$ cat src/rtl/phy_urx.sv
// phy_urx: UART receiver, 11-slot frames sampled on the 1 us tick; check-slot parity under PHY_URX_PARITY_CHECK_EN.
// Latency: result pulse one clk_sys after the stop-slot sample (+2 sync); no backpressure, pulses are never held.
module phy_urx #(
  parameter int BIT_PERIOD_X100 = 868,
  parameter int CNT_W           = 8
) (
  input  logic       clk_sys,
  input  logic       rst,
  input  logic       pluse_us,
  input  logic       uart_rx,
  output logic [7:0] rx_data,
  output logic       rx_vld,
  output logic       rx_ferr,
  output logic       rx_perr,
  output logic       rx_busy
);

  function automatic logic [CNT_W-1:0] s_pt(input int k);
    return CNT_W'(((2 * k + 1) * BIT_PERIOD_X100) / 200);
  endfunction

  // Sample point of slot k, in microseconds after start detect; entries past slot 10 are never reached.
  localparam logic [CNT_W-1:0] SP [0:15] = '{
    s_pt(0), s_pt(1), s_pt(2), s_pt(3), s_pt(4), s_pt(5), s_pt(6), s_pt(7),
    s_pt(8), s_pt(9), s_pt(10), '1, '1, '1, '1, '1
  };

  typedef enum logic [2:0] {IDLE, START, DATA, CHK, STOP, WAIT_HI} state_t;

  state_t           state;
  logic             rx_m, rx_s, rx_d;
  logic [CNT_W-1:0] cnt_us;
  logic [CNT_W-1:0] cnt_inc;
  logic [3:0]       slot;
  logic [7:0]       shreg;
  logic             hit;
  logic             fall;
`ifdef PHY_URX_PARITY_CHECK_EN
  logic             chk_bit;
`endif

  always_ff @(posedge clk_sys or posedge rst) begin
    if (rst) begin
      rx_m <= 1'b1;
      rx_s <= 1'b1;
      rx_d <= 1'b1;
    end else begin
      rx_m <= uart_rx;
      rx_s <= rx_m;
      rx_d <= rx_s;
    end
  end

  assign fall    = rx_d & ~rx_s;
  assign cnt_inc = (cnt_us == '1) ? cnt_us : cnt_us + CNT_W'(1);
  // A slot is sampled on the tick that moves the counter onto its sample point.
  assign hit     = pluse_us && (cnt_inc == SP[slot]);

`ifndef PHY_URX_PARITY_CHECK_EN
  assign rx_perr = 1'b0;
`endif

  always_ff @(posedge clk_sys or posedge rst) begin
    if (rst) begin
      state   <= IDLE;
      cnt_us  <= '0;
      slot    <= 4'd0;
      shreg   <= 8'h00;
      rx_data <= 8'h00;
      rx_vld  <= 1'b0;
      rx_ferr <= 1'b0;
      rx_busy <= 1'b0;
`ifdef PHY_URX_PARITY_CHECK_EN
      rx_perr <= 1'b0;
      chk_bit <= 1'b0;
`endif
    end else begin
      rx_vld  <= 1'b0;
      rx_ferr <= 1'b0;
`ifdef PHY_URX_PARITY_CHECK_EN
      rx_perr <= 1'b0;
`endif
      if (pluse_us && state != IDLE && state != WAIT_HI)
        cnt_us <= cnt_inc;

      case (state)
        IDLE: begin
          if (fall) begin
            state   <= START;
            cnt_us  <= '0;
            slot    <= 4'd0;
            rx_busy <= 1'b1;
          end
        end
        START: begin
          if (hit) begin
            if (rx_s) begin
              state   <= IDLE;
              rx_busy <= 1'b0;
            end else begin
              state <= DATA;
              slot  <= 4'd1;
            end
          end
        end
        DATA: begin
          if (hit) begin
            shreg <= {rx_s, shreg[7:1]};
            slot  <= slot + 4'd1;
            if (slot == 4'd8)
              state <= CHK;
          end
        end
        CHK: begin
          if (hit) begin
`ifdef PHY_URX_PARITY_CHECK_EN
            chk_bit <= rx_s;
`endif
            slot  <= slot + 4'd1;
            state <= STOP;
          end
        end
        STOP: begin
          if (hit) begin
            rx_busy <= 1'b0;
            if (!rx_s) begin
              rx_ferr <= 1'b1;
              state   <= WAIT_HI;
            end else begin
              state <= IDLE;
`ifdef PHY_URX_PARITY_CHECK_EN
              if (chk_bit != ^shreg) begin
                rx_perr <= 1'b1;
              end else begin
                rx_vld  <= 1'b1;
                rx_data <= shreg;
              end
`else
              rx_vld  <= 1'b1;
              rx_data <= shreg;
`endif
            end
          end
        end
        WAIT_HI: begin
          if (rx_s)
            state <= IDLE;
        end
        default: state <= IDLE;
      endcase
    end
  end

endmodule

$ cat config.mk
export PLATFORM = sky130hd
export DESIGN_NAME = phy_urx
export DESIGN_NICKNAME = d
export VERILOG_FILES = /design/src/rtl/phy_urx.sv
export SDC_FILE = /design/constraint.sdc
export NUM_CORES = 1
export LEC_CHECK = 0
export ABC_AREA = 1
export CORE_MARGIN = 10
export CORE_UTILIZATION = 45
export DETAILED_ROUTE_END_ITERATION = 7
export DONT_BUFFER_PORTS = 1
export PLACE_DENSITY = 0.62
export SLEW_MARGIN = 20
export SYNTH_ARGS = -nofsm -noshare
export SYNTH_HDL_FRONTEND = slang
export SYNTH_SLANG_ARGS = --single-unit
$ cat constraint.sdc
create_clock -name clk_sys -period 5.5 [get_ports clk_sys]
set_input_delay 0.55 -clock clk_sys [delete_from_list [all_inputs] [get_ports clk_sys]]
set_output_delay 0.55 -clock clk_sys [all_outputs]
set_load 0.01 [all_outputs]
==> Word-level counts from Yosys, hierarchy flattened <==
Memories as Yosys holds them, arrays and structs flattened.
Cells that the tools add are included.
W data, S select, Z words.
{ "word_totals": {"ff_bits": 37, "latchBits": 0, "mem_bits_rw": 0, "romBits": 128, "in_bits": 4, "out_inout_bits": 12, "word_cells": 82, "n_memories": 1} }
{ "classes": {"n_addsub": 2, "multipliers": 0, "div_mod_pow": 0, "n_lt_le_gt_ge": 1, "n_eq_ne": 19, "shift": 0, "n_mux": 32, "bitwise": 3, "n_reduce_logical": 13} }
{ "mem_list": {"columns": ["name", "words", "word_bits", "read_ports", "rd_ports_with_merged_regs", "wr", "line_no", "rtl"], "rows": [
  ["(name not given)", 16, 8, 1, 0, 0, "57", "assign hit = pluse_us && (cnt_inc == SP[slot]);"]
]} }
{ "ops": {"columns": ["cell", "n"], "rows": [
  ["$mux W8", 6],
  ["$mux W3", 8],
  ["$ne A2 B2 Y1 const B", 9],
  ["$pmux W3 S6", 1],
  ["$mux W4", 4],
  ["$pmux W4 S3", 1],
  ["$mux W1", 10],
  ["$reduce_and A5 Y1", 2],
  ["$reduce_bool A3 Y1", 3],
  ["$add A8 B1 Y8 const B", 1],
  ["$eq A8 B8 Y1", 1],
  ["$eq A8 B8 Y1 const B", 1],
  ["$reduce_and A7 Y1", 1],
  ["$eq A3 B2 Y1 const B", 2],
  ["$eq A3 B3 Y1 const B", 2],
  ["$ge A5 B5 Y1 const B", 1],
  ["$not A4 Y5", 1],
  ["$add A4 B1 Y4 const B", 1],
  ["$eq A4 B4 Y1 const B", 1],
  ["$eq A3 B1 Y1 const B", 1],
  ["$logic_and A1 B1 Y1", 3],
  ["$logic_not A3 Y1", 1],
  ["$ne A3 B3 Y1 const B", 1],
  ["$pmux W1 S3", 1],
  ["7 further kinds", 7]
]} }

==> Depth between registers and ports, before layout <==
Gate-level depths: netlist (run 1).
{ "logic_depth": {"depth_word": 8, "ltp_mapped": 17, "ltp_nobuf": 17} }

==> Least setup slack after synthesis (run 1) <==
OpenSTA, ideal clock, no wires.
{ "synth_path": {"kind": "flip-flop to flip-flop", "startpoint": "register cnt_us[0]", "endpoint": "register rx_data[1]", "setup_time_ns": 0.118, "arrival_ns": 1.946, "required_ns": 5.382, "setup_slack_ns": 3.435, "path_stages_with_launch": 17, "path_buffers": 2, "period_less_slack_ns": 2.065, "cell_sequence": "dfrtp_1 -> ha_1 -> nand2_2 -> nor2_4 -> nand2_4 -> buf_6 -> nand2_4 -> nand2_1 -> nand2_1 -> nand3_1 -> nor2_2 -> nand3_4 -> clkinv_2 -> nand3_4 -> buf_6 -> nand2_2 -> o21ai_2"} }
{ "synth_between": {"elab_chain_len": 5, "elab_cells_between_ends": 6, "cone_classes": "add/sub: 1; eq/ne: 2; mux: 1; reduce/logical: 2"} }
{ "synth_lines": {"columns": ["element", "line_no", "rtl"], "rows": [
  ["start, declared", "32", "logic [CNT_W-1:0] cnt_us;"],
  ["start signal, assigned", "84", "cnt_us <= cnt_inc;"],
  ["$add A8 B1 Y8 or $eq A8 B8 Y1 (tied branches)", "55", "assign cnt_inc = (cnt_us == '1) ? cnt_us : cnt_us + CNT_W'(1);"],
  ["$mux W8 (*)", "55", null],
  ["$eq A8 B8 Y1 (*)", "57", null],
  ["$logic_and A1 B1 Y1 (*)", "57", null],
  ["$reduce_and A3 Y1 (no line) (*)", null, null],
  ["end signal, assigned", "140", "rx_data <= shreg;"],
  ["end, declared", "11", "output logic [7:0] rx_data,"]
]} }
Every way passes the cells marked *; elsewhere a longest branch is shown, timed or not.
A chain may end at the register's enable or synchronous reset.

==> Worst setup path in the final report (run 1) <==
{ "layout_path": {"startpoint": "register slot[0]", "endpoint": "register rx_data[5]"} }
{ "layout_between": {"elab_chain_len": 7} }
{ "layout_lines": {"columns": ["element", "line_no", "rtl"], "rows": [
  ["start, declared", "34", "logic [3:0] slot;"],
  ["start signal, assigned", "109", "slot <= slot + 4'd1;"],
  ["start signal, assigned", "119", "slot <= slot + 4'd1;"],
  ["$not A4 Y5 (not written as such)", "57", null],
  ["$mem_v2 Z16 W8", null, null],
  ["$mux W8 (not written as such) (2 in a row)", "57", null],
  ["$eq A8 B8 Y1", "57", null],
  ["$logic_and A1 B1 Y1", "57", null],
  ["$reduce_and A3 Y1 (no line)", null, null]
]} }
No other way between the ends. The select of a mux whose other input is x is not followed.

==> results of run 1 <==
==> flip-flops by register name, indices dropped and copies added (netlist names) <==
| register | count |
|---|---|
| rx_data | 8 |
| rx_busy | 1 |
| rx_vld | 1 |
| shreg | 8 |
| rx_ferr | 1 |
| slot | 4 |
| cnt_us | 8 |
| state | 3 |
| rx_m | 1 |
| rx_s | 1 |
| rx_d | 1 |
==> final timing paths <==
| path | from | to | slack [ps] | cells after the start |
|---|---|---|---|---|
| hold reg to reg | rx_m | rx_s | 360 | 0 |
| min in group clk_sys | uart_rx | rx_m | 250 | 0 |
| setup / recovery | slot[0] | rx_data[5] | 3130 | 14 |
| hold / removal | rst | rx_data[2] | 250 | 2 |
| max in group asynchronous | rst | rx_m | 4890 | 2 |
| setup reg to reg | slot[0] | rx_data[5] | 3130 | 14 |
==> critical path, stage by stage (launching register included) <==
cell      delay (ps)
dfrtp_1          420
inv_1            140
ha_1             350
o21ai_0          200
nand2_1           80
nand2_1          100
nand3_1           70
nand2_1           80
nand2_1           60
nor2_2           150
nand3_4          140
clkinv_2         110
nand3_4          190
nand2_1          140
o21ai_2           60
==> layer usage <==
metal | part of all wire | vias up | wire [um]
met2 | 0.47 | 33 | 2159
met1 | 0.46 | 858 | 2133
met3 | 0.053 | 6 | 245
met5 | 0 | - | 0
met4 | 0.014 | 0 | 63
li1 | - | 964 | -
==> where the power goes <==
part	total [mW]	switching, mW	internal, mW
logic	0.508	0.328	0.180
registers	0.401	0.0763	0.324
clock network	0.203	0.101	0.102
total	1.11	0.506	0.606
==> metrics by stage <==
step,worst slack [ps],std cells
floorplan,3435,304
global placement,3116,369
detailed placement,3135,369
CTS,3107,377
global route,2827,377
finish,3128,377
==> Yosys cell counts, drive strengths merged <==
library cell / count
clkbuf: 2
a211oi: 1
a31oi: 2
o21bai: 1
o211ai: 1
nor2: 23
clkinv: 1
ha: 10
o21ai: 30
a21oi: 8
nand2: 96
xor2: 1
dfrtp: 34
nand3: 31
buf: 5
inv: 44
conb: 1
nand4: 2
o31ai: 2
nor3: 3
o21a: 1
a32o: 1
xnor2: 1
dfstp: 3
==> logic make-up after synthesis <==
logic type,after synthesis
AOI/OAI and AO/OA,47
xor gates and xnor gates,2
adders and majority gates,10
buffers and inverters,52
DFF,37
other,1
and+or+nand+nor,155
==> area by class of cell <==
| cell class | count | area [um^2] | area share |
|---|---|---|---|
| clock buffer | 7 | 86.33 | 0.03487 |
| clock inverter | 1 | 7.507 | 0.003032 |
| inverter | 45 | 170.2 | 0.06872 |
| multi-input combinational | 215 | 1180 | 0.4765 |
| sequential | 37 | 929.6 | 0.3754 |
| tap | 70 | 87.58 | 0.03537 |
| timing repair buffer | 2 | 15.01 | 0.006064 |
==> impl_metrics.ini, run 1 <==
[critical_path]
required_ps = 5690
criticalPathCategory = register to register
start_kind = register
worstPathArrival_ps = 2560
crit_fanout = 15
critPathCaptureType = register

[sta]
final-setup-viol-count = 0
grt_setup_unrepaired = false
period_needed_ps = 2372
holdWs_ps = 247.6
setup_tns_ps = 0
skew_ps = 7.297
period_share = 0.4312
report.final.hold_viol_count = 0
fmax_mhz = 421.6
timing_max_transition_violations_final = 0

[detailed_routing]
vias = 1861
drt_iter0_markers = 161
drc = 0
ant_nets = 0
viasPerCell = 4.936
wl_per_cell_um = 12.20
drtPass1Iterations = 4
routed_wl_um = 4600

[clocking]
post_cts_buffers = 0
cts-root-buf = clkbuf_8
clock_latency_ps = 290
cts_tree = built
cts_hold_buf = 0
clock_sinks = 37
clk_path_buf_depth = 2
post_cts_resized = 0
path_clk_slew_ps = 80
cts_buffers = 5
htreeDepth = 2

[synth]
synth-compound-area-share = 0.1378
synth_nets = 318
syn_area_mm2 = 0.002333
synth_top_area_share = 0.3646
synth_top_family_by_area = simple AND/OR/NAND/NOR gates
synthMuxAreaShare = 0
synth_area_leaders = dfrtp_1 36%, nand2_1 14%, inv_1 6.9%
synth_xor_area_frac = 0.007507
synthCells = 304
synth-adder-area-share = 0.05362
synth_seq_cells = 37
synthSimpleGateAreaFrac = 0.3051
synth.largest_area_cell = dfrtp_1
ys_seq_area_frac = 0.3984
synth.avg_cell_area_um2 = 7.676
yosysWarningCount = 0
yosysUniqueCellTypes = 34

[grt]
antenna_found_initial = 0
use_met2 = 0.1876
grt_use_total = 0.1168
use_met1 = 0.1447
grt_pass1_wl_um = 8286
met3_usage = 0.03586
grt_max_degree = 38
overflow = 0
busiest_layer = met2
grt_pass1_vias = 1808

[cells_and_area]
nets = 320
final_common_cell = nand2_1
fill_cells = 525
postLayoutCellArea_mm2 = 0.002476
final_cell_mix = 88 x nand2_1, 43 x inv_1, 34 x dfrtp_1
diodes = 0
drive_above_1_share = 0.1498
syn_to_final_growth_pct = 6.112
post-route-util = 0.4879

[run_status]
status = complete, no violations

[place]
dp_hpwl_um = 3508
io_buffers = 0
gp_congestion = 0.9170
placed_area_mm2 = 0.002382

[die]
initial_utilization = 0.4598
die_h_um = 92.01
fp.dieArea_mm2 = 0.008466
row_count = 26
die_w_um = 92.01
ios = 16
coreArea_mm2 = 0.005075

[power]
p_leak_nw = 1.233
powerDensity_mw_per_mm2 = 449.0
total_power_mw = 1.112
ir_worst_vdd_mv = 0.2059

[hold_path]
hold_class = primary input to async pin

[flow_run]
max_cap_viol_count = 0
Note: power is estimated with default switching activity, not from simulation.
==> run 2: changes to the inputs <==
==> constraint.sdc (replaced) <==
create_clock -name clk_sys -period 2.5 [get_ports clk_sys]
set_input_delay 0.25 -clock clk_sys [delete_from_list [all_inputs] [get_ports clk_sys]]
set_output_delay 0.25 -clock clk_sys [all_outputs]
set_load 0.01 [all_outputs]
==> run 2 against run 1 <==
Effect of this change: clock power grew 100%; non-clock buffer count grew 4; flip-flop and latch count is the same; wire length grew 1.7%; register-to-register slack lost 2900 ps; clock skew is essentially flat.
==> impl_metrics.ini, run 2 (synthesis results as in run 1) <==
[detailed_routing]
vias = 1857
drt_iter0_markers = 116
wl_per_cell_um = 12.25
drtPass1Iterations = 5
viasPerCell = 4.861
drc = 0
routed_wl_um = 4679
ant_nets = 0

[critical_path]
r2r_end = shreg[1]
crit_fanout = 16
worstPathArrival_ps = 2480
required_ps = 2680
r2r_setup_slack_ps = 200
start_kind = register
critPathCaptureType = register
criticalPathCategory = register to register
crit_start = cnt_us[0]
timing.rr.start = cnt_us[0]
endpoint = shreg[1]
rr_worst_depth = 14

[run_status]
status = complete, no violations

[grt]
overflow = 0
grt_pass1_vias = 1817
grt_max_degree = 38
antenna_found_initial = 0
grt_pass1_wl_um = 8252
grt_use_total = 0.1166

[place]
dp_hpwl_um = 3386
gp_congestion = 0.8633
dpl_worst_slack_ps = 152.5
io_buffers = 0
place_inst = 371

[sta]
slew_headroom = 0.6300
report.final.hold_viol_count = 0
layout_setup_ws_ps = 202.6
skew_ps = 7.247
period_share = 0.9190
final-setup-viol-count = 0
period_needed_ps = 2297
fmax_mhz = 435.3
timing_max_transition_violations_final = 0
worstMarginPinSlew_ps = 553.0

[cells_and_area]
final_cells = 382
syn_to_final_growth_pct = 9.330
nets = 325
final_cell_mix = 88 x nand2_1, 42 x inv_1, 32 x dfrtp_1
final_common_cell = nand2_1
diodes = 0
drive_above_1_share = 0.1827
reg_top3 = cnt_us: 8 flops, rx_data: 8 flops, shreg: 8 flops

[die]
coreArea_mm2 = 0.005075
die_h_um = 92.01
ios = 16
die_w_um = 92.01
fp.dieArea_mm2 = 0.008466
row_count = 26
initial_utilization = 0.4598

[clocking]
cts_tree = built
clock_latency_ps = 290
clk_path_buf_depth = 2
clock_sinks = 37
cts-root-buf = clkbuf_8
cts_buffers = 5
post_cts_buffers = 0
htreeDepth = 2
path_clk_slew_ps = 80

[power]
powerDensity_mw_per_mm2 = 963.2
p_seq_frac = 0.360
ir_worst_vdd_mv = 0.5456
p_int_mw = 1.329
pwr-share-comb = 0.471
p_sw_frac = 0.4592
p_clk_frac = 0.169
p_leak_nw = 1.250
p_switching_mw = 1.128

[hold_path]
hold_class = primary input to register
hold_path_startpoint = pluse_us

[flow_run]
max_cap_viol_count = 0
## run 2: repair_timing
item	CTS	global route
hold buffers	2	0
hold endpoints to repair	35	0
gates resized for setup	0	11
endpoints found under the setup margin	0	23
## run 2: worst min-delay path by stage
stage / endpoint / depth (start not counted)
after global placement: rx_m / 0
final: rx_ferr / 2
after detailed placement: rx_m / 0
after floorplan: rx_m / 0
after global routing: rx_ferr / 2
after CTS: rx_ferr / 2
## run 2: stage by stage
stage | utilization | cell area [um^2] | power (mW) | TNS [ps] | hold WS (ps)
floorplan | - | 2333 | 1.766 | 0 | 254.5
global placement | 0.4724 | 2397 | 2.000 | 0 | 254.6
detailed placement | 0.4724 | 2397 | 1.996 | 0 | 254.6
CTS | 0.4933 | 2504 | 2.429 | 0 | 136.5
global route | 0.5027 | 2551 | 2.710 | -7.688 | 174.0
finish | 0.5027 | 2551 | 2.457 | 0 | 170.6
## run 2: per-layer routing
metal | global-route usage | up-vias | part of all wire | wire (um)
li1 | - | 981 | - | -
met1 | 0.1382 | 830 | 0.49 | 2272
met2 | 0.1953 | 37 | 0.46 | 2133
met3 | 0.03423 | 9 | 0.044 | 204
met4 | 0.04242 | 0 | 0.015 | 70
met5 | 0 | - | 0 | 0
## run 2: power by group through the flow
stage / registers [mW] / logic (mW) / clock network (mW)
after floorplan: 0.831 / 0.935 / 0
after global placement: 0.889 / 1.11 / 0
after detailed placement: 0.885 / 1.11 / 0
after CTS: 0.878 / 1.12 / 0.432
after global routing: 0.905 / 1.34 / 0.462
final: 0.885 / 1.16 / 0.415
## run 2: worst max-delay path, cell delays in order, from the launching register on
cell	delay (ps)
dfrtp_1	430
ha_2	250
nand2_2	70
nor2_4	180
nand2_4	140
nand2_1	130
nand3_1	80
nand2_1	70
nand2_1	50
nor2_2	150
nand3_4	150
clkinv_2	160
nand2_4	150
nand2_1	110
o21ai_2	50
## run 2: layout make-up
cell class | count | area, um^2
flip-flops and latches | 37 | 932.1
inverters | 45 | 170.2
clock buffers | 5 | 68.82
clock inverters | 3 | 17.52
multi-input cells | 216 | 1225
repair buffers | 6 | 50.05
well taps | 70 | 87.58
fillers | 499 | 2524
